===== config.mk =====
export PLATFORM = sky130hd
export DESIGN_NAME = parallel_to_serial
export DESIGN_NICKNAME = d
export VERILOG_FILES = /design/src/rtl/serial_bus_pkg.sv /design/src/rtl/parallel_to_serial_beat_counter.sv /design/src/rtl/parallel_to_serial.sv
export SDC_FILE = /design/constraint.sdc
export NUM_CORES = 1
export LEC_CHECK = 0
export BUFFER_PORTS_ARGS = -buffer_cell sky130_fd_sc_hd__buf_2
export CORE_MARGIN = 2
export CORE_UTILIZATION = 55
export DETAILED_ROUTE_END_ITERATION = 8
export GPL_TIMING_DRIVEN = 0
export PLACE_DENSITY_LB_ADDON = 0.12
export SLEW_MARGIN = 10
export SYNTH_ARGS = -nofsm -noshare
export SYNTH_HDL_FRONTEND = slang
export SYNTH_SLANG_ARGS = --single-unit

===== constraint.sdc =====
create_clock -name clk -period 3.4 [get_ports clk]
set_input_delay 0.17 -clock clk [delete_from_list [all_inputs] [get_ports clk]]
set_output_delay 0.17 -clock clk [all_outputs]
set_load 0.1 [all_outputs]

===== src/rtl/serial_bus_pkg.sv =====
// Shared types and helpers for the serial bus serializer/deserializer pair.
package serial_bus_pkg;

  typedef enum logic {IDLE, SHIFT} p2s_state_t;

  // Counter width for a mod-w counter, never narrower than one bit.
  function automatic int cnt_w(int w);
    return (w <= 1) ? 1 : $clog2(w);
  endfunction

endpackage


===== src/rtl/parallel_to_serial_beat_counter.sv =====
// beat_counter: mod-MAX beat counter with synchronous clear, enable and a terminal-count flag.
module beat_counter
  import serial_bus_pkg::*;
#(
  parameter int unsigned MAX = 8,
  parameter int unsigned CW  = unsigned'(cnt_w(int'(MAX)))
) (
  input  logic          clk,
  input  logic          aresetn,
  input  logic          clr,
  input  logic          en,
  output logic [CW-1:0] cnt,
  output logic          is_last
);

  assign is_last = (cnt == CW'(MAX - 1));

  // Wrap is explicit so non-power-of-two MAX never reaches MAX.
  always_ff @(posedge clk or negedge aresetn) begin
    if (!aresetn) begin
      cnt <= '0;
    end else if (clr) begin
      cnt <= '0;
    end else if (en) begin
      cnt <= is_last ? '0 : cnt + CW'(1);
    end
  end

endmodule


===== src/rtl/parallel_to_serial.sv =====
// Serializer: one IN_WIDTH-bit word in, one bit per accepted beat out, back-to-back capable.
// Optional m_last output enabled by defining PARALLEL_TO_SERIAL_LAST_EN.
module parallel_to_serial
  import serial_bus_pkg::*;
#(
  parameter int unsigned IN_WIDTH  = 8,
  parameter bit          MSB_FIRST = 1'b0
) (
  input  logic                clk,
  input  logic                aresetn,
  input  logic                s_valid,
  output logic                s_ready,
  input  logic [IN_WIDTH-1:0] s_data,
  output logic                m_valid,
  input  logic                m_ready,
  output logic                m_data
`ifdef PARALLEL_TO_SERIAL_LAST_EN
  ,
  output logic                m_last
`endif
);

  localparam int unsigned CW = unsigned'(cnt_w(int'(IN_WIDTH)));

  p2s_state_t          state_q, state_d;
  logic [IN_WIDTH-1:0] shift_ff, shift_nxt;
  logic [CW-1:0]       cnt;
  logic                cnt_last;
  logic                bit_hs, word_hs, last_beat;

  assign m_valid   = (state_q == SHIFT);
  assign bit_hs    = m_valid & m_ready;
  assign last_beat = bit_hs & cnt_last;
  // m_ready reaches s_ready combinationally so words stream with no idle beat.
  assign s_ready   = (state_q == IDLE) | last_beat;
  assign word_hs   = s_valid & s_ready;

  generate
    if (MSB_FIRST) begin : g_msb
      assign m_data    = shift_ff[IN_WIDTH-1];
      assign shift_nxt = {shift_ff[IN_WIDTH-2:0], 1'b0};
    end else begin : g_lsb
      assign m_data    = shift_ff[0];
      assign shift_nxt = {1'b0, shift_ff[IN_WIDTH-1:1]};
    end
  endgenerate

`ifdef PARALLEL_TO_SERIAL_LAST_EN
  assign m_last = m_valid & cnt_last;
`endif

  beat_counter #(
    .MAX (IN_WIDTH),
    .CW  (CW)
  ) u_beat_counter (
    .clk     (clk),
    .aresetn (aresetn),
    .clr     (word_hs),
    .en      (bit_hs),
    .cnt     (cnt),
    .is_last (cnt_last)
  );

  always_ff @(posedge clk or negedge aresetn) begin
    if (!aresetn) begin
      state_q <= IDLE;
    end else begin
      state_q <= state_d;
    end
  end

  always_comb begin
    state_d = state_q;
    unique case (state_q)
      IDLE:  if (s_valid) state_d = SHIFT;
      SHIFT: begin
        if (word_hs) begin
          state_d = SHIFT;
        end else if (last_beat) begin
          state_d = IDLE;
        end
      end
    endcase
  end

  // A new word takes priority over shifting out the last bit of the old one.
  always_ff @(posedge clk or negedge aresetn) begin
    if (!aresetn) begin
      shift_ff <= '0;
    end else if (word_hs) begin
      shift_ff <= s_data;
    end else if (bit_hs) begin
      shift_ff <= shift_nxt;
    end
  end

endmodule


==> summary.md, run 1 <==
| Metric | Value |
|---|---|
| Crit-path max cell delay | 430 ps |
| Crit-path max FO | 5 |
| Hold Crit Depth | 3 |
| Cell leakage power | 0.4466 nW |
| Post-synthesis net count | 88 |
| Worst setup SP type | flop |
| Post-cts sizing count | 0 |
| CP required | 3230 ps |
| DR vias | 624 |
| Drt wl/cell | 14.88 um |
| Pint | 0.3861 mW |
| Max-Cap Viols | 0 |
| Ys Warns | 0 |
| Worst slew pin tran | 487.7 ps |
| Synthesized area per cell | 10.26 um^2 |
| Synth-to-Final Area Change | 17.79% |
| Number of cells on the critical path | 5 |
| Die Wd | 41.16 um |
| Remaining antenna violation count after routing | 0 |
| Clock Power Share | 0.184 |
| Most common cell after layout, fill and taps aside | buf_2 |
| Clk sinks | 12 |
| Via/cell ratio | 5.778 |
| DRT iter0 DRCs | 6 |
| Cell family with most CP delay | buffers and inverters |
| Core box area | 1301 um^2 |
| Setup TNS | 0 ps |
| TritonRoute pass-1 iters | 4 |
| Final hold violations | 0 |
| # setup viols final | 0 |
| Worst-path cell chain | ha_1 > ha_1 > nand2_1 > nand2_1 > buf_2 |
| Post-Route WL | 1607 um |
| Synth cell types | 20 |
| Global-route wire length before repair | 2449 um |
| Share of post-route cells with drive strength above 1 | 0.3441 |
| Psw | 0.2440 mW |
| Ratio of final minimum period to clock period | 0.5453 |
| DP Cell Count | 103 |
| Final nets | 108 |
| Gp weighted congestion | 0.7715 |
| Switching portion of total power | 0.3873 |
| Sequential share of the synthesized area | 0.3954 |
| Max Fclk | 539.4 MHz |
| PD cells | 704.4 nW/um^2 |
| CTS tree | done |
| Skew final | 4.963 ps |
| Initial antenna violation count | 0 |
| Min-Delay Path Class | input port to flop |
| Max-Slew Margin vs Limit | 0.6771 |
| Synth Cell Area | 759.5 um^2 |
| Cells after Synth | 74 |
| Port Buffer Count | 14 |
| Die height | 41.16 um |
| Kind of critical path | flop to output port |
| Aggregate global-route resource usage | 0.2314 |
| Initial Util | 0.5837 |
| Peak VDD IR | 0.4014 mV |
| Die area | 1694 um^2 |
| Placed standard-cell area | 848.3 um^2 |
| Worst path bufs/invs | 1 |
| CTS buffer count | 3 |
| Final worst slack | 1546 ps |
| Comb power frac | 0.449 |
| Slowest CP cell | buf_2 |
| H-tree depth | 1 |
| CP endpoint kind | output port |
| CTS Root Cell | clkbuf_4 |
| Sequential power share | 0.367 |
| Largest net degree at the start of global routing | 13 |
| Total gr overflow | 0 |
| Arr. time, crit path | 1680 ps |
| Row count | 13 |
| Slew Viols, Final | 0 |
| Worst-case clock buffer depth | 2 |
| RSZ-0062 raised after global routing | no |
| Outcome | finished, final reports clean |
| Shortest period the worst path allows | 1854 ps |
| Final Non-Filler Cells | 108 |
| Synth Register Bits | 12 |
| Worst R2R Path Depth | 5 |
| Vias in the first global route | 601 |
| Clk slew on worst S/H paths | 70 ps |
| Boundary pin count | 15 |
| Most frequent cells in the layout | buf_2 (18), dfrtp_1 (12), nand2b_1 (9), mux2_2 (8), mux2i_1 (8) |
| Worst slack, placed | 1836 ps |
| Post-route DRC violation count | 0 |
| Final Cell Area | 894.6 um^2 |
| Worst skew pair latency | 280 ps |
| Antenna cells | 0 |
-- flip-flops by register name, indices dropped and copies added (netlist names) --
name and count:
shift_ff 8, u_beat_counter.cnt 3, m_valid 1
-- area by class of cell --
type | count | area, um^2
Inverter | 2 | 7.507
Multi-Input combinational cell | 55 | 420.4
Fill cell | 119 | 406.6
Timing Repair Buffer | 15 | 80.08
Tap cell | 15 | 18.77
Sequential cell | 12 | 300.3
Clock buffer | 4 | 36.28
Buffer | 5 | 31.28
-- synthesized netlist by cell type (all sizes together) --
cell / instances / area (um^2)
mux2: 8 / 90.09
o21ai: 1 / 5.000
nand3b: 1 / 7.510
nand4: 1 / 6.260
a21oi: 7 / 35.03
o22ai: 7 / 43.79
nor2b: 1 / 6.260
mux2i: 8 / 80.08
dfrtp: 12 / 300.3
o221ai: 1 / 8.760
a22o: 3 / 26.28
a31o: 1 / 8.760
nor2: 2 / 7.510
buf: 5 / 31.28
nand2b: 9 / 56.30
ha: 2 / 25.02
inv: 2 / 7.510
nand2: 3 / 13.77
-- path summary, 6_finish.rpt --
check                      slack (ps)             startpoint                    end
hold / removal                    180              s_data[7]            shift_ff[7]
setup reg to reg                 1820  u_beat_counter.cnt[0]  u_beat_counter.cnt[2]
max in group asynchronous        2880                aresetn                m_valid
hold reg to reg                   540  u_beat_counter.cnt[1]  u_beat_counter.cnt[1]
setup / recovery                 1550  u_beat_counter.cnt[0]                s_ready
min in group asynchronous         300                aresetn            shift_ff[3]
-- logic make-up after synthesis --
family / count (synthesis) / synth area share
DFF: 12 / 0.3954
AOI/OAI and AO/OA: 20 / 0.1680
adders and majority gates: 2 / 0.03294
and+or+nand+nor: 17 / 0.1285
muxes: 16 / 0.2241
buffers and inverters: 7 / 0.05107
-- power by group through the flow --
stage | Clock [mW] | Combinational [mW] | Sequential (mW)
2_1_floorplan | 0 | 0.191 | 0.266
3_3_place_gp | 0 | 0.272 | 0.231
3_5_place_dp | 0 | 0.282 | 0.234
4_1_cts | 0.118 | 0.284 | 0.231
5_1_grt | 0.125 | 0.312 | 0.239
6_report | 0.116 | 0.283 | 0.231
-- metal layers --
layer | global-route usage | share of wire | vias to the layer above
met4 | 0.1452 | 0.021 | 0
met2 | 0.3945 | 0.48 | 16
li1 | - | - | 310
met1 | 0.2584 | 0.45 | 293
met5 | 0 | 0 | -
met3 | 0.04891 | 0.047 | 5
-- timing repair --
item / CTS / global route
setup buffers: 0 / 0
hold buffers: 1 / 0
endpoints found under the hold margin: 12 / 0
-- metrics by stage --
stage	hold WS, ps	util	power, mW
final	179.4	0.6875	0.6301
after global routing	193.0	0.6875	0.6765
after global placement	63.00	0.6519	0.5032
after floorplan	-125.6	-	0.4573
after CTS	177.5	0.6875	0.6328
after detailed placement	61.67	0.6519	0.5150
-- tightest hold or removal path, cell delays in order --
cell and delay (ps):
buf_2 90, nand4_1 90, o221ai_1 70
(Power assumes the default switching activity.)
==> run 2: changes to the inputs <==
Settings changed: CORE_UTILIZATION 55 to 47.
Clock period 3.4 ns to 1.49 ns, I/O delays scaled along.
==> run 2 against run 1 <==
  * Flip-flop and latch count stayed put
  * Global-route usage is 2.2 points lower
  * Die area is 15% higher
  * Combinational power grew to 2.5 times the previous value
  * Largest cell class unchanged
==> summary.md, run 2 (synthesis results as in run 1) <==
| Metric | Value |
|---|---|
| Core box area | 1506 um^2 (was 1301 um^2) |
| Outcome | finished, final reports clean (unchanged) |
| Row count | 14 (was 13) |
| Boundary pin count | 15 (unchanged) |
| Total gr overflow | 0 (unchanged) |
| Shortest period the worst path allows | 1445 ps |
| TritonRoute pass-1 iters | 4 (unchanged) |
| Crit-path max FO | 5 (unchanged) |
| Worst-case clock buffer depth | 2 (unchanged) |
| Largest net degree at the start of global routing | 13 (unchanged) |
| Initial Util | 0.5042 (was 0.5837) |
| CTS Root Cell | clkbuf_4 (unchanged) |
| Die height | 44.20 um (was 41.16 um) |
| Final Non-Filler Cells | 110 (was 108) |
| Arr. time, crit path | 1370 ps (was 1680 ps) |
| # setup viols final | 0 (unchanged) |
| Via/cell ratio | 5.736 (was 5.778) |
| Synth-to-Final Area Change | 22.73% (was 17.79%) |
| Post-route DRC violation count | 0 (unchanged) |
| Max-Cap Viols | 0 (unchanged) |
| Max-Slew Margin vs Limit | 0.6801 (was 0.6771) |
| Skew final | 7.552 ps (was 4.963 ps) |
| Final worst slack | 44.93 ps (was 1546 ps) |
| Final nets | 109 (was 108) |
| Remaining antenna violation count after routing | 0 (unchanged) |
| Aggregate global-route resource usage | 0.2092 (was 0.2314) |
| H-tree depth | 1 (unchanged) |
| Worst slack, placed | -62.31 ps (was 1836 ps) |
| Register area | 304.0 um^2 (was 300.3 um^2) |
| Core Util, Final | 0.6188 (was 0.6875) |
| Die Wd | 44.20 um (was 41.16 um) |
| Worst path bufs/invs | 1 (unchanged) |
| Ratio of final minimum period to clock period | 0.9698 |
| Final hold violations | 0 (unchanged) |
| Kind of critical path | flop to output port (unchanged) |
| Port Buffer Count | 14 (unchanged) |
| CP endpoint kind | output port (unchanged) |
| Worst skew pair latency | 280 ps (about the same) |
| Worst setup SP type | flop (unchanged) |
| Total Power | 1.456 mW (was 0.6301 mW) |
| Cell leakage power | 0.4454 nW (was 0.4466 nW) |
| Antenna cells | 0 (unchanged) |
| CP most frequent cell | nand2_2 |
| Post-Route WL | 1595 um (was 1607 um) |
| Drt wl/cell | 14.50 um (was 14.88 um) |
| Placed standard-cell area | 855.8 um^2 (was 848.3 um^2) |
| Worst slew pin tran | 483.2 ps (was 487.7 ps) |
| Filler cells | 137 (was 119) |
| CTS tree | done (unchanged) |
| Number of flip-flops in the largest register | 8 (unchanged) |
| CTS buffer count | 3 (unchanged) |
| Vias in the first global route | 612 (was 601) |
| DP Cell Count | 104 (was 103) |
| Clk slew on worst S/H paths | 70 ps (about the same) |
| Clk sinks | 12 (unchanged) |
| Most common cell after layout, fill and taps aside | buf_2 (unchanged) |
| Cell family with most CP delay | flip-flops (was buffers and inverters) |
| CP required | 1420 ps (was 3230 ps) |
| Global-route wire length before repair | 2760 um (was 2449 um) |
| Min-Delay Path Class | input port to flop (unchanged) |
| Gp weighted congestion | 0.7147 (was 0.7715) |
| Initial antenna violation count | 0 (unchanged) |
| Multi-input gate area | 440.4 um^2 (was 420.4 um^2) |
| Slew Viols, Final | 0 (unchanged) |
| WHS | 90.57 ps (was 179.4 ps) |
| Max Fclk | 692.0 MHz |
| Setup TNS | 0 ps (unchanged) |
| Crit-path max cell delay | 400 ps (was 430 ps) |
| DR vias | 631 (was 624) |
| PD cells | 1562 nW/um^2 (was 704.4 nW/um^2) |
| Slowest CP cell | dfrtp_1 (was buf_2) |
| Share of post-route cells with drive strength above 1 | 0.3936 (was 0.3441) |
| Peak VDD IR | 0.9842 mV (was 0.4014 mV) |
| Detailed placement HPWL | 1141 um |
| Final Cell Area | 932.1 um^2 (was 894.6 um^2) |
| Worst-path cell chain | ha_2 > ha_4 > nand2_2 > nand2_2 > buf_12 (was ha_1 > ha_1 > nand2_1 > nand2_1 > buf_2) |
| RSZ-0062 raised after global routing | yes (was no) |
| Top reg by flops | shift_ff (unchanged) |
| Die area | 1954 um^2 (was 1694 um^2) |
| DRT iter0 DRCs | 7 (was 6) |
| Most frequent cells in the layout | buf_2 (17), dfrtp_1 (11), nand2b_1 (9), mux2_2 (8), mux2i_1 (8) (was buf_2 (18), dfrtp_1 (12), nand2b_1 (9), mux2_2 (8), mux2i_1 (8)) |
## run 2: path summary, 6_finish.rpt
| kind | startpoint | endpoint | slack, ps | depth (start not counted) |
|---|---|---|---|---|
| worst min register to register | u_beat_counter.cnt[1] | u_beat_counter.cnt[1] | 550 | 1 |
| worst max register to register | u_beat_counter.cnt[1] | u_beat_counter.cnt[2] | 40 | 5 |
| worst max-delay path | u_beat_counter.cnt[1] | s_ready | 40 | 5 |
| worst min-delay path | s_data[7] | shift_ff[7] | 90 | 3 |
| max in group asynchronous | aresetn | m_valid | 1060 | 2 |
| min in group asynchronous | aresetn | u_beat_counter.cnt[0] | 190 | 2 |
## run 2: metal layers
| metal | up-vias | wire (um) | track usage |
|---|---|---|---|
| li1 | 316 | - | - |
| met1 | 298 | 755 | 0.2617 |
| met2 | 12 | 718 | 0.3088 |
| met3 | 5 | 60 | 0.04898 |
| met4 | 0 | 60 | 0.1636 |
| met5 | - | 0 | 0 |
## run 2: layout make-up
class	instances	share of cell area
buffer	5	0.03356
clock buffer	4	0.02819
inverter	2	0.008054
multi-input combinational	55	0.4725
sequential	12	0.3262
tap	16	0.02148
timing repair buffer	16	0.1101
## run 2: timing repair
item,CTS,global route
resized for setup,7,1
hold buffers,1,0
endpoints found under the hold margin,12,0
gates cloned,0,0
setup buffers,1,0
endpoints found under the setup margin,9,4
pin swaps,0,1
## run 2: power breakdown
group | switching [mW] | internal (mW)
Clock | 0.111 | 0.104
Sequential | 0.0813 | 0.445
Combinational | 0.372 | 0.342
Total | 0.564 | 0.891
## run 2: tightest hold or removal path, cell delays in order
cell	delay [ps]
buf_2	90
nand4_1	90
o221ai_1	80
